### config.mk
export PLATFORM = sky130hd
export DESIGN_NAME = fetch_unit_flat
export DESIGN_NICKNAME = d
export VERILOG_FILES = /design/src/rtl/fetch_unit_if.sv /design/src/rtl/fetch_unit.sv /design/src/flat_wrapper.sv
export SDC_FILE = /design/constraint.sdc
export NUM_CORES = 1
export LEC_CHECK = 0
export ABC_CLOCK_PERIOD_IN_PS = 20500
export BUFFER_PORTS_ARGS = -buffer_cell sky130_fd_sc_hd__buf_2
export CAP_MARGIN = 0
export CORE_MARGIN = 3
export CORE_UTILIZATION = 35
export CTS_CLUSTER_DIAMETER = 30
export DETAILED_ROUTE_END_ITERATION = 6
export GPL_TIMING_DRIVEN = 0
export SLEW_MARGIN = 20
export SYNTH_ARGS = -nofsm -noshare
export SYNTH_HDL_FRONTEND = slang
export SYNTH_SLANG_ARGS = --single-unit
### constraint.sdc
create_clock -name clk -period 20.5 [get_ports clk]
set_input_delay 1.025 -clock clk [delete_from_list [all_inputs] [get_ports clk]]
set_output_delay 1.025 -clock clk [all_outputs]
set_load 0.01 [all_outputs]
### src/rtl/fetch_unit_if.sv
// Bundles the controller request/response, ROB redirect and decoder queue
// signals of the fetch stage. The fetch unit uses the master view and its
// surroundings (controller, ROB, decoder) use the slave view.
interface fetch_unit_if #(
  parameter int ADDR_WIDTH = 32,
  parameter int INST_WIDTH = 32
);
  logic                  if2ctrl_en;
  logic [ADDR_WIDTH-1:0] next_PC;
  logic                  inst_rdy;
  logic [INST_WIDTH-1:0] inst_out;
  logic                  rob_flush;
  logic [ADDR_WIDTH-1:0] flush_PC;
  logic                  dec_ready;
  logic                  iq_valid;
  logic [INST_WIDTH-1:0] iq_inst;
  logic [ADDR_WIDTH-1:0] iq_pc;
  logic                  iq_is_c;
  logic [ADDR_WIDTH-1:0] iq_pred_pc;

  modport master (
    output if2ctrl_en, next_PC, iq_valid, iq_inst, iq_pc, iq_is_c, iq_pred_pc,
    input  inst_rdy, inst_out, rob_flush, flush_PC, dec_ready
  );

  modport slave (
    input  if2ctrl_en, next_PC, iq_valid, iq_inst, iq_pc, iq_is_c, iq_pred_pc,
    output inst_rdy, inst_out, rob_flush, flush_PC, dec_ready
  );
endinterface

### src/rtl/fetch_unit.sv
// Instruction fetch stage: issues one request at a time to the memory
// controller, pre-decodes compressed length and JAL targets, and buffers
// fetched words in a small FIFO for the decoder. A ROB flush redirects the
// PC and empties the queue; a request already in flight is completed and
// its word thrown away.
module fetch_unit #(
  parameter int                    ADDR_WIDTH = 32,
  parameter int                    INST_WIDTH = 32,
  parameter int                    IQ_DEPTH   = 8,
  parameter int                    IQ_PTR_W   = 3,
  parameter logic [ADDR_WIDTH-1:0] RESET_PC   = '0
) (
  input logic           clk,
  input logic           rst_in,
  input logic           rdy_in,
  fetch_unit_if.master  bus
);

  typedef enum logic [1:0] {
    ST_IDLE,
    ST_WAIT,
    ST_DRAIN
  } state_t;

  localparam logic [6:0]            OPC_JAL   = 7'b1101111;
  localparam logic [IQ_PTR_W:0]     DEPTH_CNT = (IQ_PTR_W+1)'(IQ_DEPTH);
  localparam logic [IQ_PTR_W:0]     CNT_ONE   = (IQ_PTR_W+1)'(1);
  localparam logic [IQ_PTR_W-1:0]   PTR_ONE   = IQ_PTR_W'(1);
  localparam logic [ADDR_WIDTH-1:0] ADDR_TWO  = ADDR_WIDTH'(2);
  localparam logic [ADDR_WIDTH-1:0] ADDR_FOUR = ADDR_WIDTH'(4);

  state_t                state_q;
  logic                  fetchEn_q;
  logic [ADDR_WIDTH-1:0] nextPc_q;
  logic [ADDR_WIDTH-1:0] pc_q;
  logic [IQ_PTR_W:0]     count_q;
  logic [IQ_PTR_W-1:0]   head_q;
  logic [IQ_PTR_W-1:0]   tail_q;

  logic [INST_WIDTH-1:0] instMem [IQ_DEPTH];
  logic [ADDR_WIDTH-1:0] pcMem   [IQ_DEPTH];
  logic [ADDR_WIDTH-1:0] predMem [IQ_DEPTH];
  logic                  isCMem  [IQ_DEPTH];

  logic                  isC_d;
  logic [ADDR_WIDTH-1:0] jalOff_d;
  logic [ADDR_WIDTH-1:0] pred_d;
  logic                  pushEn;
  logic                  popEn;

  // A word is queued only when it answers a live (non-flushed) request; the
  // head leaves when the decoder takes it, unless a flush is wiping the queue.
  assign pushEn = rdy_in && (state_q == ST_WAIT) && bus.inst_rdy && !bus.rob_flush;
  assign popEn  = rdy_in && (count_q != '0) && bus.dec_ready && !bus.rob_flush;

  // Pre-decode of the returning word: length from the low two bits, and the
  // JAL immediate reassembled and sign-extended; everything else falls through.
  always_comb begin
    isC_d    = (bus.inst_out[1:0] != 2'b11);
    jalOff_d = {{(ADDR_WIDTH-21){bus.inst_out[31]}}, bus.inst_out[31], bus.inst_out[19:12],
                bus.inst_out[20], bus.inst_out[30:21], 1'b0};
    if (isC_d) begin
      pred_d = nextPc_q + ADDR_TWO;
    end else if (bus.inst_out[6:0] == OPC_JAL) begin
      pred_d = nextPc_q + jalOff_d;
    end else begin
      pred_d = nextPc_q + ADDR_FOUR;
    end
  end

  // Queue storage; occupancy and pointers live with the FSM so a flush can
  // clear them together with the redirect.
  always_ff @(posedge clk) begin
    if (pushEn) begin
      instMem[tail_q] <= bus.inst_out;
      pcMem[tail_q]   <= nextPc_q;
      predMem[tail_q] <= pred_d;
      isCMem[tail_q]  <= isC_d;
    end
  end

  // Request FSM plus queue bookkeeping; rdy_in low freezes everything.
  always_ff @(posedge clk or posedge rst_in) begin
    if (rst_in) begin
      state_q   <= ST_IDLE;
      fetchEn_q <= 1'b0;
      nextPc_q  <= RESET_PC;
      pc_q      <= RESET_PC;
      count_q   <= '0;
      head_q    <= '0;
      tail_q    <= '0;
    end else if (rdy_in) begin
      if (bus.rob_flush) begin
        count_q <= '0;
        head_q  <= '0;
        tail_q  <= '0;
        pc_q    <= bus.flush_PC;
        unique case (state_q)
          ST_WAIT: begin
            if (bus.inst_rdy) begin
              fetchEn_q <= 1'b0;
              state_q   <= ST_IDLE;
            end else begin
              state_q <= ST_DRAIN;
            end
          end
          ST_DRAIN: begin
            if (bus.inst_rdy) begin
              fetchEn_q <= 1'b0;
              state_q   <= ST_IDLE;
            end
          end
          default: ;
        endcase
      end else begin
        if (pushEn) tail_q <= tail_q + PTR_ONE;
        if (popEn) head_q <= head_q + PTR_ONE;
        unique case ({pushEn, popEn})
          2'b10:   count_q <= count_q + CNT_ONE;
          2'b01:   count_q <= count_q - CNT_ONE;
          default: ;
        endcase
        unique case (state_q)
          ST_IDLE: begin
            if (count_q < DEPTH_CNT) begin
              fetchEn_q <= 1'b1;
              nextPc_q  <= pc_q;
              state_q   <= ST_WAIT;
            end
          end
          ST_WAIT: begin
            if (bus.inst_rdy) begin
              pc_q      <= pred_d;
              fetchEn_q <= 1'b0;
              state_q   <= ST_IDLE;
            end
          end
          ST_DRAIN: begin
            if (bus.inst_rdy) begin
              fetchEn_q <= 1'b0;
              state_q   <= ST_IDLE;
            end
          end
          default: begin
            fetchEn_q <= 1'b0;
            state_q   <= ST_IDLE;
          end
        endcase
      end
    end
  end

  assign bus.if2ctrl_en = fetchEn_q;
  assign bus.next_PC    = nextPc_q;
  assign bus.iq_valid   = (count_q != '0);
  assign bus.iq_inst    = instMem[head_q];
  assign bus.iq_pc      = pcMem[head_q];
  assign bus.iq_is_c    = isCMem[head_q];
  assign bus.iq_pred_pc = predMem[head_q];

endmodule

### src/flat_wrapper.sv
// flat-port wrapper written by rule: the top's interface ports become plain ports
module fetch_unit_flat 
#(
  parameter int                    ADDR_WIDTH = 32,
  parameter int                    INST_WIDTH = 32,
  parameter int                    IQ_DEPTH   = 8,
  parameter int                    IQ_PTR_W   = 3,
  parameter logic [ADDR_WIDTH-1:0] RESET_PC   = '0
)
  (clk, rst_in, rdy_in, bus_if2ctrl_en, bus_next_PC, bus_iq_valid, bus_iq_inst, bus_iq_pc, bus_iq_is_c, bus_iq_pred_pc, bus_inst_rdy, bus_inst_out, bus_rob_flush, bus_flush_PC, bus_dec_ready);
  fetch_unit_if #(.ADDR_WIDTH(ADDR_WIDTH), .INST_WIDTH(INST_WIDTH)) bus_i ();
  input logic clk;
  input logic rst_in;
  input logic rdy_in;
  output wire logic [$bits(bus_i.if2ctrl_en)-1:0] bus_if2ctrl_en;
  output wire logic [$bits(bus_i.next_PC)-1:0] bus_next_PC;
  output wire logic [$bits(bus_i.iq_valid)-1:0] bus_iq_valid;
  output wire logic [$bits(bus_i.iq_inst)-1:0] bus_iq_inst;
  output wire logic [$bits(bus_i.iq_pc)-1:0] bus_iq_pc;
  output wire logic [$bits(bus_i.iq_is_c)-1:0] bus_iq_is_c;
  output wire logic [$bits(bus_i.iq_pred_pc)-1:0] bus_iq_pred_pc;
  input wire logic [$bits(bus_i.inst_rdy)-1:0] bus_inst_rdy;
  input wire logic [$bits(bus_i.inst_out)-1:0] bus_inst_out;
  input wire logic [$bits(bus_i.rob_flush)-1:0] bus_rob_flush;
  input wire logic [$bits(bus_i.flush_PC)-1:0] bus_flush_PC;
  input wire logic [$bits(bus_i.dec_ready)-1:0] bus_dec_ready;
  assign bus_if2ctrl_en = bus_i.if2ctrl_en;
  assign bus_next_PC = bus_i.next_PC;
  assign bus_iq_valid = bus_i.iq_valid;
  assign bus_iq_inst = bus_i.iq_inst;
  assign bus_iq_pc = bus_i.iq_pc;
  assign bus_iq_is_c = bus_i.iq_is_c;
  assign bus_iq_pred_pc = bus_i.iq_pred_pc;
  assign bus_i.inst_rdy = bus_inst_rdy;
  assign bus_i.inst_out = bus_inst_out;
  assign bus_i.rob_flush = bus_rob_flush;
  assign bus_i.flush_PC = bus_flush_PC;
  assign bus_i.dec_ready = bus_dec_ready;
  fetch_unit #(.ADDR_WIDTH(ADDR_WIDTH), .INST_WIDTH(INST_WIDTH), .IQ_DEPTH(IQ_DEPTH), .IQ_PTR_W(IQ_PTR_W), .RESET_PC(RESET_PC)) u_core (.clk(clk), .rst_in(rst_in), .rdy_in(rdy_in), .bus(bus_i));
endmodule
==> run summary <==
sw frac - 29.19%
met3 global-route usage - 3.627%
synth top area cells - edfxtp_1 (66%), mux4_2 (12%), dfrtp_1 (5.5%), mux2_2 (4.2%), ha_1 (1.4%)
WL per Instance - 25.22 um
Comb pwr share - 20.4%
clk sink count - 845
via count - 19,830
dpl ws - 15.50 ns
CTS tree - built
min Tclk post-route - 4.810 ns
RSZ-0062 raised after global routing - no
synthesized net count - 2,004
run status - complete, no violations
Core Util, Final - 44.70%
FMAX - 207.9 MHz
R2R setup slack - 16.11 ns
Critical R2R Capture - u_core.instMem[0][11]
worst setup path startpoint - u_core.head_q[2]
Final HPWL DP - 68.10 mm
FF+latch count, synth - 845
Max Slew Vio Count - 0
Pleak - 0.01542 uW
CP arrival - 3.79 ns
number of flops mapped to enable cells by yosys - 768
Worst Path Required - 19.48 ns
Setup WS post-layout - 15.69 ns
final WL - 94.91 mm
drt pass-1 iters - 6
worst r2r src - u_core.state_q[1]
critical path class - reg2out
Total GRT Usage - 18.38%
Max-slew headroom - 25.57%
Max FO, Critical Path - 10
top-area cell type share of the netlist area - 65.65%
Residual DRC - 0
row cnt - 115
Flop pwr share - 37.7%
syn avg cell area - 18.57 um2
Fill cells - 8,521
Num CTS Buffers - 152
antenna violations before repair - 7
crit share post-route - 23.46%
total grt overflow - 0
Ys Warns - 0
Netlist Area Pre-Place - 35,130 um2
largest net degree at the start of global routing - 59
top cells by count, synth - edfxtp_1 (768), mux4_2 (192), mux2_2 (132)
gpl congestion - 0.8507
htree depth - 4
Gate Count Post-Synth - 1,892
vias in the first global route - 20,760
Cell Pwr Density - 139.1 nW/um2
area delta synth->final - 25.96%
Root Driver - clkbuf_16
Synth Flop Type - edfxtp_1
Reg clk slew, reported paths - 0.05 ns
peak supply drop - 0.07033 mV
Clock power frac - 41.9%
cts repair resizes - 0
postcts setup bufs - 0
layer with the highest usage - met2
final hold vios - 0
Core Region - 98,990 um2
Hold Buf Count CTS - 0
worst-case reg-to-reg path depth - 15
first-pass GRT wire length - 139.3 mm
chip height - 322.8 um
Worst setup EP type - primary output
layout cell share with drive strength beyond 1 - 36.91%
fin cells - 3,763
Die Area - 104,200 um2
sequential area share after synthesis - 71.14%
Detail Route Antenna Nets - 0
max cap viols - 0
worst skew pair latency - 0.74 ns
Int Pwr - 4359 uW
Finish-stage setup viols - 0
io pins - 201
IO Port Bufs - 199
Die X - 322.8 um
Synth area leader - edfxtp_1
grt met2 use - 29.89%
Starting Density - 35.48%
met1 Track Usage GR - 25.06%
worst hold path class - in2async
clock skew - 0.02917 ns
asr flop ratio synth - 9.112%
Psw - 1797 uW
Least-Margin Pin Slew - 1.116 ns
count leader, synth - edfxtp_1
CTS max path bufs - 3
Yosys cell types - 70
vias per cell - 5.271
CP startpoint kind - register
Final #Nets - 2,457
Iteration-0 DRC Markers - 2,111
Inst Count DP - 3,478
cell type report:
type,count,area [um2],share of cell area (%)
flip-flops and latches,845,24990,56.48
multi-input cells,936,9769,22.08
clock buffers,167,3953,8.933
repair buffers,299,2037,4.604
well taps,1287,1610,3.639
clock inverters,113,1434,3.241
plain buffers,94,375.4,0.8483
inverters,17,66.31,0.1499
diodes,5,12.51,0.02828
layer usage:
metal	wire, um	part of all wire, %
met1	40340	43
met2	46320	49
met3	6190	6.5
met4	2043	2.2
met5	13	0.014
registers in the layout (all words and copies together), names as in the netlist, 4 cells and up:
register,count
u_core.predMem,254
u_core.instMem,256
u_core.pc_q,32
u_core.isCMem,8
u_core.count_q,4
u_core.pcMem,250
u_core.bus.next_PC,32
through the flow:
step	instance area, um2	setup TNS, ns	total power (uW)	hold WS (ns)
3_5_place_dp	38830	0	3624	0.4606
3_3_place_gp	37730	-115.64	3596	0.4549
6_report	44250	0	6156	0.2761
5_1_grt	44230	0	6429	0.2543
2_1_floorplan	35130	0	3095	0.4433
4_1_cts	44220	0	6218	0.2304
cells in the final DEF (no fill, tap or decap), drive strengths merged, types with 55 or more instances in the layout:
| cell type | instances |
|---|---|
| dfrtp | 77 |
| nor2 | 58 |
| a21oi | 55 |
| edfxtp | 768 |
| clkbuf | 239 |
| o21ai | 57 |
| mux4 | 192 |
| nand2 | 96 |
| clkinv | 62 |
| buf | 321 |
| mux2 | 133 |
critical path, cell delays in order (launching register included):
cell	delay, ns
dfrtp_1	0.31
clkbuf_1	0.71
clkbuf_1	0.65
clkbuf_1	0.81
mux2_2	0.43
buf_2	0.14
cell families (layout without fill, tap and decap cells):
logic type	Yosys count	in the layout	share of synthesized area [%]
other cells	0	5	0
fa+ha+maj	42	42	1.539
compound gates	210	210	3.804
xor+xnor	43	43	1.072
buf+inv	111	690	1.218
simple gates	296	296	4.075
flops	845	845	71.14
mux	345	345	17.15
power by group through the flow:
stage / Combinational (uW) / Clock, uW / Sequential (uW)
2_1_floorplan: 808 / 0 / 2290
3_3_place_gp: 1230 / 0 / 2360
3_5_place_dp: 1270 / 0 / 2350
4_1_cts: 1280 / 2620 / 2320
5_1_grt: 1380 / 2710 / 2340
6_report: 1260 / 2580 / 2320
how the worst max path moves through the flow:
stage | endpoint | slack [ns] | cells after the start
2_1_floorplan | u_core.instMem[0][0] | 8.79 | 5
3_3_place_gp | u_core.instMem[0][11] | -1.22 | 5
3_5_place_dp | u_core.instMem[0][11] | 15.50 | 13
4_1_cts | bus_iq_inst[24] | 15.50 | 5
5_1_grt | bus_iq_inst[25] | 15.53 | 5
6_report | bus_iq_inst[25] | 15.69 | 5
No activity file was read; power rests on OpenSTA's default activity.
